--- src/rtl/uart_tx_serializer.sv ---
// rtl/uart_tx_serializer.sv - UART transmit serializer with one-entry holding register
// Frames are start / data LSB-first / optional parity / stop; every line change is on a baud_tick.
module uart_tx_serializer #(
    parameter int DATA_BITS  = 8,
    parameter int PARITY_EN  = 0,
    parameter int PARITY_ODD = 0,
    parameter int STOP_BITS  = 1
) (
    input  logic                 clk,
    input  logic                 rst_n,
    input  logic                 baud_tick,
    input  logic [DATA_BITS-1:0] tx_data,
    input  logic                 tx_valid,
    output logic                 tx_ready,
    output logic                 serial_out,
    output logic                 tx_busy
);

    localparam int            CW        = $clog2(DATA_BITS);
    localparam logic [CW-1:0] BIT_LAST  = CW'(DATA_BITS - 1);
    localparam logic          STOP_LAST = (STOP_BITS == 2);
    localparam logic          ODD       = (PARITY_ODD != 0);

    localparam logic [2:0] S_IDLE   = 3'd0;
    localparam logic [2:0] S_START  = 3'd1;
    localparam logic [2:0] S_DATA   = 3'd2;
    localparam logic [2:0] S_PARITY = 3'd3;
    localparam logic [2:0] S_STOP   = 3'd4;

    logic [2:0]           state_q,    state_d;
    logic [DATA_BITS-1:0] hold_q,     hold_d;
    logic                 hold_full_q, hold_full_d;
    logic [DATA_BITS-1:0] shift_q,    shift_d;
    logic [CW-1:0]        bit_cnt_q,  bit_cnt_d;
    logic                 stop_cnt_q, stop_cnt_d;
    logic                 parity_q,   parity_d;
    logic                 serial_q,   serial_d;

    always_comb begin
        state_d     = state_q;
        hold_d      = hold_q;
        hold_full_d = hold_full_q;
        shift_d     = shift_q;
        bit_cnt_d   = bit_cnt_q;
        stop_cnt_d  = stop_cnt_q;
        parity_d    = parity_q;
        serial_d    = serial_q;

        if (baud_tick) begin
            case (state_q)
                S_IDLE: begin
                    serial_d = 1'b1;
                    if (hold_full_q) begin
                        shift_d     = hold_q;
                        hold_full_d = 1'b0;
                        serial_d    = 1'b0;
                        state_d     = S_START;
                    end
                end
                S_START: begin
                    serial_d  = shift_q[0];
                    shift_d   = shift_q >> 1;
                    parity_d  = shift_q[0];
                    bit_cnt_d = '0;
                    state_d   = S_DATA;
                end
                S_DATA: begin
                    if (bit_cnt_q == BIT_LAST) begin
                        if (PARITY_EN != 0) begin
                            serial_d = parity_q ^ ODD;
                            state_d  = S_PARITY;
                        end else begin
                            serial_d   = 1'b1;
                            stop_cnt_d = 1'b0;
                            state_d    = S_STOP;
                        end
                    end else begin
                        bit_cnt_d = bit_cnt_q + CW'(1);
                        serial_d  = shift_q[0];
                        shift_d   = shift_q >> 1;
                        parity_d  = parity_q ^ shift_q[0];
                    end
                end
                S_PARITY: begin
                    serial_d   = 1'b1;
                    stop_cnt_d = 1'b0;
                    state_d    = S_STOP;
                end
                S_STOP: begin
                    if (stop_cnt_q == STOP_LAST) begin
                        // A waiting byte starts its frame on the same tick, so no idle gap.
                        if (hold_full_q) begin
                            shift_d     = hold_q;
                            hold_full_d = 1'b0;
                            serial_d    = 1'b0;
                            state_d     = S_START;
                        end else begin
                            state_d = S_IDLE;
                        end
                    end else begin
                        stop_cnt_d = 1'b1;
                    end
                end
                default: begin
                    serial_d = 1'b1;
                    state_d  = S_IDLE;
                end
            endcase
        end

        // Applied last so a byte accepted while the hold drains to the shifter keeps hold_full set.
        if (tx_valid && !hold_full_q) begin
            hold_d      = tx_data;
            hold_full_d = 1'b1;
        end
    end

    always_ff @(posedge clk or negedge rst_n) begin
        if (!rst_n) begin
            state_q     <= S_IDLE;
            hold_q      <= '0;
            hold_full_q <= 1'b0;
            shift_q     <= '0;
            bit_cnt_q   <= '0;
            stop_cnt_q  <= 1'b0;
            parity_q    <= 1'b0;
            serial_q    <= 1'b1;
        end else begin
            state_q     <= state_d;
            hold_q      <= hold_d;
            hold_full_q <= hold_full_d;
            shift_q     <= shift_d;
            bit_cnt_q   <= bit_cnt_d;
            stop_cnt_q  <= stop_cnt_d;
            parity_q    <= parity_d;
            serial_q    <= serial_d;
        end
    end

    assign tx_ready   = ~hold_full_q;
    assign serial_out = serial_q;
    assign tx_busy    = (state_q != S_IDLE) | hold_full_q;

endmodule

--- config.mk ---
export PLATFORM = sky130hd
export DESIGN_NAME = uart_tx_serializer
export DESIGN_NICKNAME = d
export VERILOG_FILES = /design/src/rtl/uart_tx_serializer.sv
export SDC_FILE = /design/constraint.sdc
export NUM_CORES = 1
export LEC_CHECK = 0
export ABC_AREA = 0
export ABC_CLOCK_PERIOD_IN_PS = 4000
export CORE_UTILIZATION = 57
export DETAILED_ROUTE_END_ITERATION = 16
export GPL_TIMING_DRIVEN = 0
export HOLD_SLACK_MARGIN = 0.08
export PLACE_DENSITY = 0.85
export SYNTH_ARGS = -nofsm -noshare
export SYNTH_HDL_FRONTEND = slang
export SYNTH_SLANG_ARGS = --single-unit
--- constraint.sdc ---
create_clock -name clk -period 4 [get_ports clk]
set_clock_uncertainty 0.2 [all_clocks]
set_input_delay 0.8 -clock clk [delete_from_list [all_inputs] [get_ports clk]]
set_output_delay 0.8 -clock clk [all_outputs]
set_load 0.05 [all_outputs]
==> results.sh, run 1 <==
export IMPL_num_vias=781
export IMPL_relSlewSlack_pct=29.7
export IMPL_clk_pin_slew_ps=120
export IMPL_max_freq_mhz=353
export IMPL_setup_viol=0
export IMPL_reg2reg_depth=7
export IMPL_finalNetCount=125
export IMPL_grt_use_met3_pct=3.77
export IMPL_overflow=0
export IMPL_path_buf_inv=2
export IMPL_area_growth_pct=16.1
export IMPL_hp_class="flip-flop to flip-flop"
export IMPL_max_slew_worst_pin_slew_ps=1050
export IMPL_grt_pass1_wl_um=3280
export IMPL_synth_edff_count=0
export IMPL_powerDensity_nw_per_um2=883
export IMPL_ys_types=32
export IMPL_synth_area_per_cell_um2=12.7
export IMPL_drv_slew=0
export IMPL_cts_sinks=24
export IMPL_mostFrequentLayoutCell="dfrtp_1"
export IMPL_final_cell_mix="dfrtp_1 (23), clkdlybuf4s50_1 (13), mux2_1 (7), mux2_4 (7), mux2_2 (7)"
export IMPL_fin_crit_sh_pct=70.8
export IMPL_ios=15
export IMPL_drt_pass1_iterations=4
export IMPL_cts_buffers=3
export IMPL_grt_pass1_vias=764
export IMPL_dieArea_um2=2260
export IMPL_core_um2=1960
export IMPL_drive_above_1_share_pct=24.5
export IMPL_routed_wl_um=2090
export IMPL_path_cells="inv_2, nand4_1, clkdlybuf4s50_1"
export IMPL_clk_insertion_delay_late_ps=300
export IMPL_p_leak_nw=0.596
export IMPL_critPathMaxFanout=9
export IMPL_async_flop_share_pct=100
export IMPL_cts_path_max_buffers=2
export IMPL_synthesis_nets=107
export IMPL_drc_errors=0
export IMPL_cp_arrival_ps=1830
export IMPL_critPathSlowestCell="clkdlybuf4s50_1"
export IMPL_dieHeight_um=47.6
export IMPL_clockRootBuffer="clkbuf_4"
export IMPL_grtUsageTotal_pct=21.7
export IMPL_syn_cell_area_um2=1180
export IMPL_detail_route_antenna_nets=0
export IMPL_crit_path_end_kind="output pin"
export IMPL_yosysWarnings=0
export IMPL_ys_ff_latch=24
export IMPL_fin_tns_setup_ps=0
export IMPL_use_met1_pct=25.2
export IMPL_crit_path_max_incr_delay_ps=800
export IMPL_synth_ff_type="dfrtp_1"
export IMPL_min_delay_path_depth=1
export IMPL_antenna_found_initial=0
export IMPL_fin_crit_ps=2830
export IMPL_maxCapViolCount=0
export IMPL_outcome="finished, final reports clean"
export IMPL_antenna_cells=0
export IMPL_cts_tree="yes"
export IMPL_vias_per_cell=5.70
export IMPL_reg2reg_slack_ps=1830
export IMPL_busiest_layer="met2"
export IMPL_die_w_um=47.6
export IMPL_grt_max_degree=25
export IMPL_gp_congestion=0.862
export IMPL_cts_hold_buf=0
export IMPL_drtIter0Drc=14
export IMPL_required_ps=3000
export IMPL_portBuffers=13
export IMPL_max_vdd_ir_drop_mv=0.530
export IMPL_power_w=0.00121
export IMPL_critPathTopFamily="buffers and inverters"
export IMPL_cp_depth=3
export IMPL_syn_inst=93
export IMPL_critPathLaunchType="flip-flop"
export IMPL_use_met2_pct=38.1
export IMPL_rows=16
export IMPL_yosysSeqAreaShare_pct=50.8
export IMPL_crit_type="flip-flop to output pin"
export IMPL_cts_setup_buffers=0
export IMPL_h_tree_depth=1
export IMPL_rsz0062_at_grt="false"
export IMPL_start_util_pct=60.3
export IMPL_final_cell_area_um2=1370
export IMPL_dpl_hpwl_um=1550
export IMPL_hold_violations=0
export IMPL_whs_ps=290
export IMPL_wl_per_cell_um=15.3
export IMPL_place_area_um2=1350
export IMPL_cts_resized=0
[cell type report]
cell class              count  area (um2)
fillers                   157         588
well taps                  27        33.8
clock buffers               4        26.3
repair buffers             13         130
multi-input cells          60         537
plain buffers               4        26.3
flip-flops and latches     24         602
inverters                   5        18.8
[final timing paths]
check / startpoint / endpoint
hold / removal: hold_q[7] / hold_q[7]
max in group asynchronous: rst_n / hold_q[5]
hold reg to reg: hold_q[7] / hold_q[7]
min in group asynchronous: rst_n / state_q[0]
setup reg to reg: bit_cnt_q[0] / shift_q[7]
setup / recovery: state_q[1] / tx_busy
[flip-flops by register name (all words and copies together) (netlist names)]
signal / cells
shift_q: 8
bit_cnt_q: 3
hold_full_q: 1
state_q: 3
serial_out: 1
hold_q: 8
[metal layers]
layer	routed length [um]	share of wire, %
met5	0	0
met4	38	1.8
met3	54	2.6
met2	1150	55
met1	847	40
[kinds of logic (layout without fill, tap and decap cells)]
kind of cell	count (synthesis)	after routing	synth area share, %
AND/OR/NAND/NOR	16	16	8.24
flip-flops	24	24	50.8
adder cells (fa/ha/maj)	2	2	2.11
multiplexers	23	23	23.9
AO/OA/AOI/OAI	18	18	9.73
XOR/XNOR	1	1	1.37
buffers and inverters	9	26	3.81
[cell usage after synthesis (2+ instances only)]
cell type	count	area (um2)
a21oi_1	4	20.0
mux2_2	7	78.8
nor2b_1	2	12.5
mux2i_1	2	20.0
mux2_1	7	78.8
dfrtp_1	23	576
a22oi_1	2	15.0
o21ai_0	4	20.0
nand2_1	4	15.0
o22ai_1	3	18.8
nand2b_1	2	12.5
inv_2	2	7.51
clkbuf_1	2	7.51
ha_1	2	25.0
mux2_4	7	105
nand4_1	2	12.5
inv_1	3	11.3
[where the power goes]
part | leakage (nW) | internal [W] | switching, W | total (W)
Clock | 0.0150 | 0.0000389 | 0.0000677 | 0.000107
Combinational | 0.294 | 0.000344 | 0.000311 | 0.000655
Sequential | 0.287 | 0.000370 | 0.0000813 | 0.000451
[through the flow]
stage / setup WS, ps / instances / util [%]
final: 1170 / 137 / 70.0
after global routing: 1070 / 137 / 70.0
after floorplan: 1680 / 93 / -
after detailed placement: 1430 / 133 / 68.7
after global placement: 1520 / 133 / 68.7
after CTS: 1170 / 137 / 70.0
Power figures use the tool's default switching activity.
==> inputs of run 2 (changes only) <==
Settings changed: ABC_CLOCK_PERIOD_IN_PS 4000 to 2850, CORE_UTILIZATION 57 to 53, PLACE_DENSITY 0.85 to 0.8.
Clock period 4 ns to 2.85 ns, I/O delays scaled along.
==> results.sh, run 2 (synthesis gave the netlist of run 1 again) <==
export IMPL_rsz0062_at_grt="false"
export IMPL_cts_setup_buffers=0
export IMPL_fin_tns_setup_ps=0
export IMPL_hold_violations=0
export IMPL_setup_viol=0
export IMPL_dp_cells=133
export IMPL_min_to="hold_q[0]"
export IMPL_max_slew_worst_pin_slew_ps=1060
export IMPL_cts_resized=0
export IMPL_utilization_pct=67.9
export IMPL_grt_use_met3_pct=4.05
export IMPL_reg2reg_slack_ps=700
export IMPL_hp_class="flip-flop to flip-flop"
export IMPL_start_util_pct=58.5
export IMPL_min_delay_path_depth=1
export IMPL_num_vias=760
export IMPL_fin_crit_ps=2620
export IMPL_outcome="finished, final reports clean"
export IMPL_max_freq_mhz=382
export IMPL_cts_buffers=3
export IMPL_maxCapViolCount=0
export IMPL_crit_type="flip-flop to output pin"
export IMPL_drc_errors=0
export IMPL_p_leak_nw=0.596
export IMPL_drive_above_1_share_pct=24.5
export IMPL_cts_tree="yes"
export IMPL_reg2reg_depth=7
export IMPL_timing_rr_start="bit_cnt_q[0]"
export IMPL_finalNetCount=125
export IMPL_cp_arrival_ps=1850
export IMPL_crit_path_end_kind="output pin"
export IMPL_dieHeight_um=49.3
export IMPL_clk_insertion_delay_late_ps=310
export IMPL_vias_per_cell=5.55
export IMPL_drv_slew=0
export IMPL_grt_pass1_wl_um=3710
export IMPL_detail_route_antenna_nets=0
export IMPL_critPathMaxFanout=9
export IMPL_gp_congestion=0.816
export IMPL_wl_per_cell_um=14.6
export IMPL_max_vdd_ir_drop_mv=0.699
export IMPL_final_cells=137
export IMPL_antenna_found_initial=0
export IMPL_clockRootBuffer="clkbuf_4"
export IMPL_routed_wl_um=2010
export IMPL_dieArea_um2=2430
export IMPL_n_fill_cell=152
export IMPL_grtUsageTotal_pct=20.2
export IMPL_hold_path_startpoint="hold_q[0]"
export IMPL_antenna_cells=0
export IMPL_use_met1_pct=27.6
export IMPL_portBuffers=13
export IMPL_overflow=0
export IMPL_dpl_hpwl_um=1420
export IMPL_mostFrequentLayoutCell="dfrtp_1"
export IMPL_die_w_um=49.3
export IMPL_fin_crit_sh_pct=91.8
export IMPL_core_um2=2020
export IMPL_drt_pass1_iterations=4
export IMPL_final_cell_mix="dfrtp_1 (23), clkdlybuf4s50_1 (13), mux2_1 (7), mux2_4 (7), mux2_2 (7)"
export IMPL_powerDensity_nw_per_um2=1240
export IMPL_cts_path_max_buffers=2
export IMPL_rows=16
export IMPL_ios=15
export IMPL_use_met2_pct=31.3
export IMPL_cts_sinks=24
export IMPL_relSlewSlack_pct=28.9
export IMPL_busiest_layer="met2"
export IMPL_area_growth_pct=16.1
export IMPL_drtIter0Drc=11
export IMPL_required_ps=2080
export IMPL_r2r_end="shift_q[7]"
export IMPL_cts_hold_buf=0
export IMPL_clk_pin_slew_ps=130
export IMPL_critPathLaunchType="flip-flop"
export IMPL_h_tree_depth=1
export IMPL_grt_pass1_vias=809
export IMPL_top_regs="hold_q (8), shift_q (8)"
export IMPL_grt_max_degree=25
## run 2: cell counts in the layout (fill, tap and decap cells not counted)
No cell type changed its count.
## run 2: where the power goes
part / leakage, nW / total [W] / switching, W / internal [W]
combinational: 0.294 / 0.000915 / 0.000433 / 0.000482
sequential: 0.287 / 0.000634 / 0.000115 / 0.000519
clock: 0.0150 / 0.000150 / 0.0000953 / 0.0000545
total: 0.596 / 0.00170 / 0.000643 / 0.00106
## run 2: worst max-delay path, stage by stage, from the launching register on
cell and delay, ps:
dfrtp_1 500, inv_2 140, nand4_1 110, clkdlybuf4s50_1 800
## run 2: how the worst max path moves through the flow
| stage | start | to | slack, ps | cells after the start |
|---|---|---|---|---|
| final | state_q[1] | tx_busy | 230 | 3 |
| after global routing | state_q[1] | tx_busy | 140 | 3 |
| after CTS | state_q[1] | tx_busy | 230 | 3 |
| after detailed placement | tx_valid | hold_q[3] | 550 | 4 |
| after global placement | tx_valid | hold_q[4] | 600 | 4 |
| after floorplan | hold_full_q | tx_busy | 760 | 2 |
## run 2: per-layer routing
metal	routed length, um	vias up	part of all wire, %
met5	0	-	0
met2	939	14	47
met3	58	2	2.9
met1	994	375	50
li1	-	369	-
met4	14	0	0.70
## run 2: metrics by stage
step	power [W]	cell area [um2]	setup WS (ps)	hold WS [ps]
after floorplan	0.00135	1180	761	74.4
after global placement	0.00150	1350	597	265
after detailed placement	0.00156	1350	555	277
after CTS	0.00171	1370	234	307
after global routing	0.00183	1370	138	326
final	0.00170	1370	233	304
## run 2: final cells by class
cell class	instances	area, um2	area share (%)
Inverter	5	18.8	1.37
Multi-Input combinational cell	60	537	39.1
Sequential cell	24	602	43.8
Timing Repair Buffer	13	130	9.47
Buffer	4	26.3	1.91
Tap cell	27	33.8	2.46
Clock buffer	4	26.3	1.91
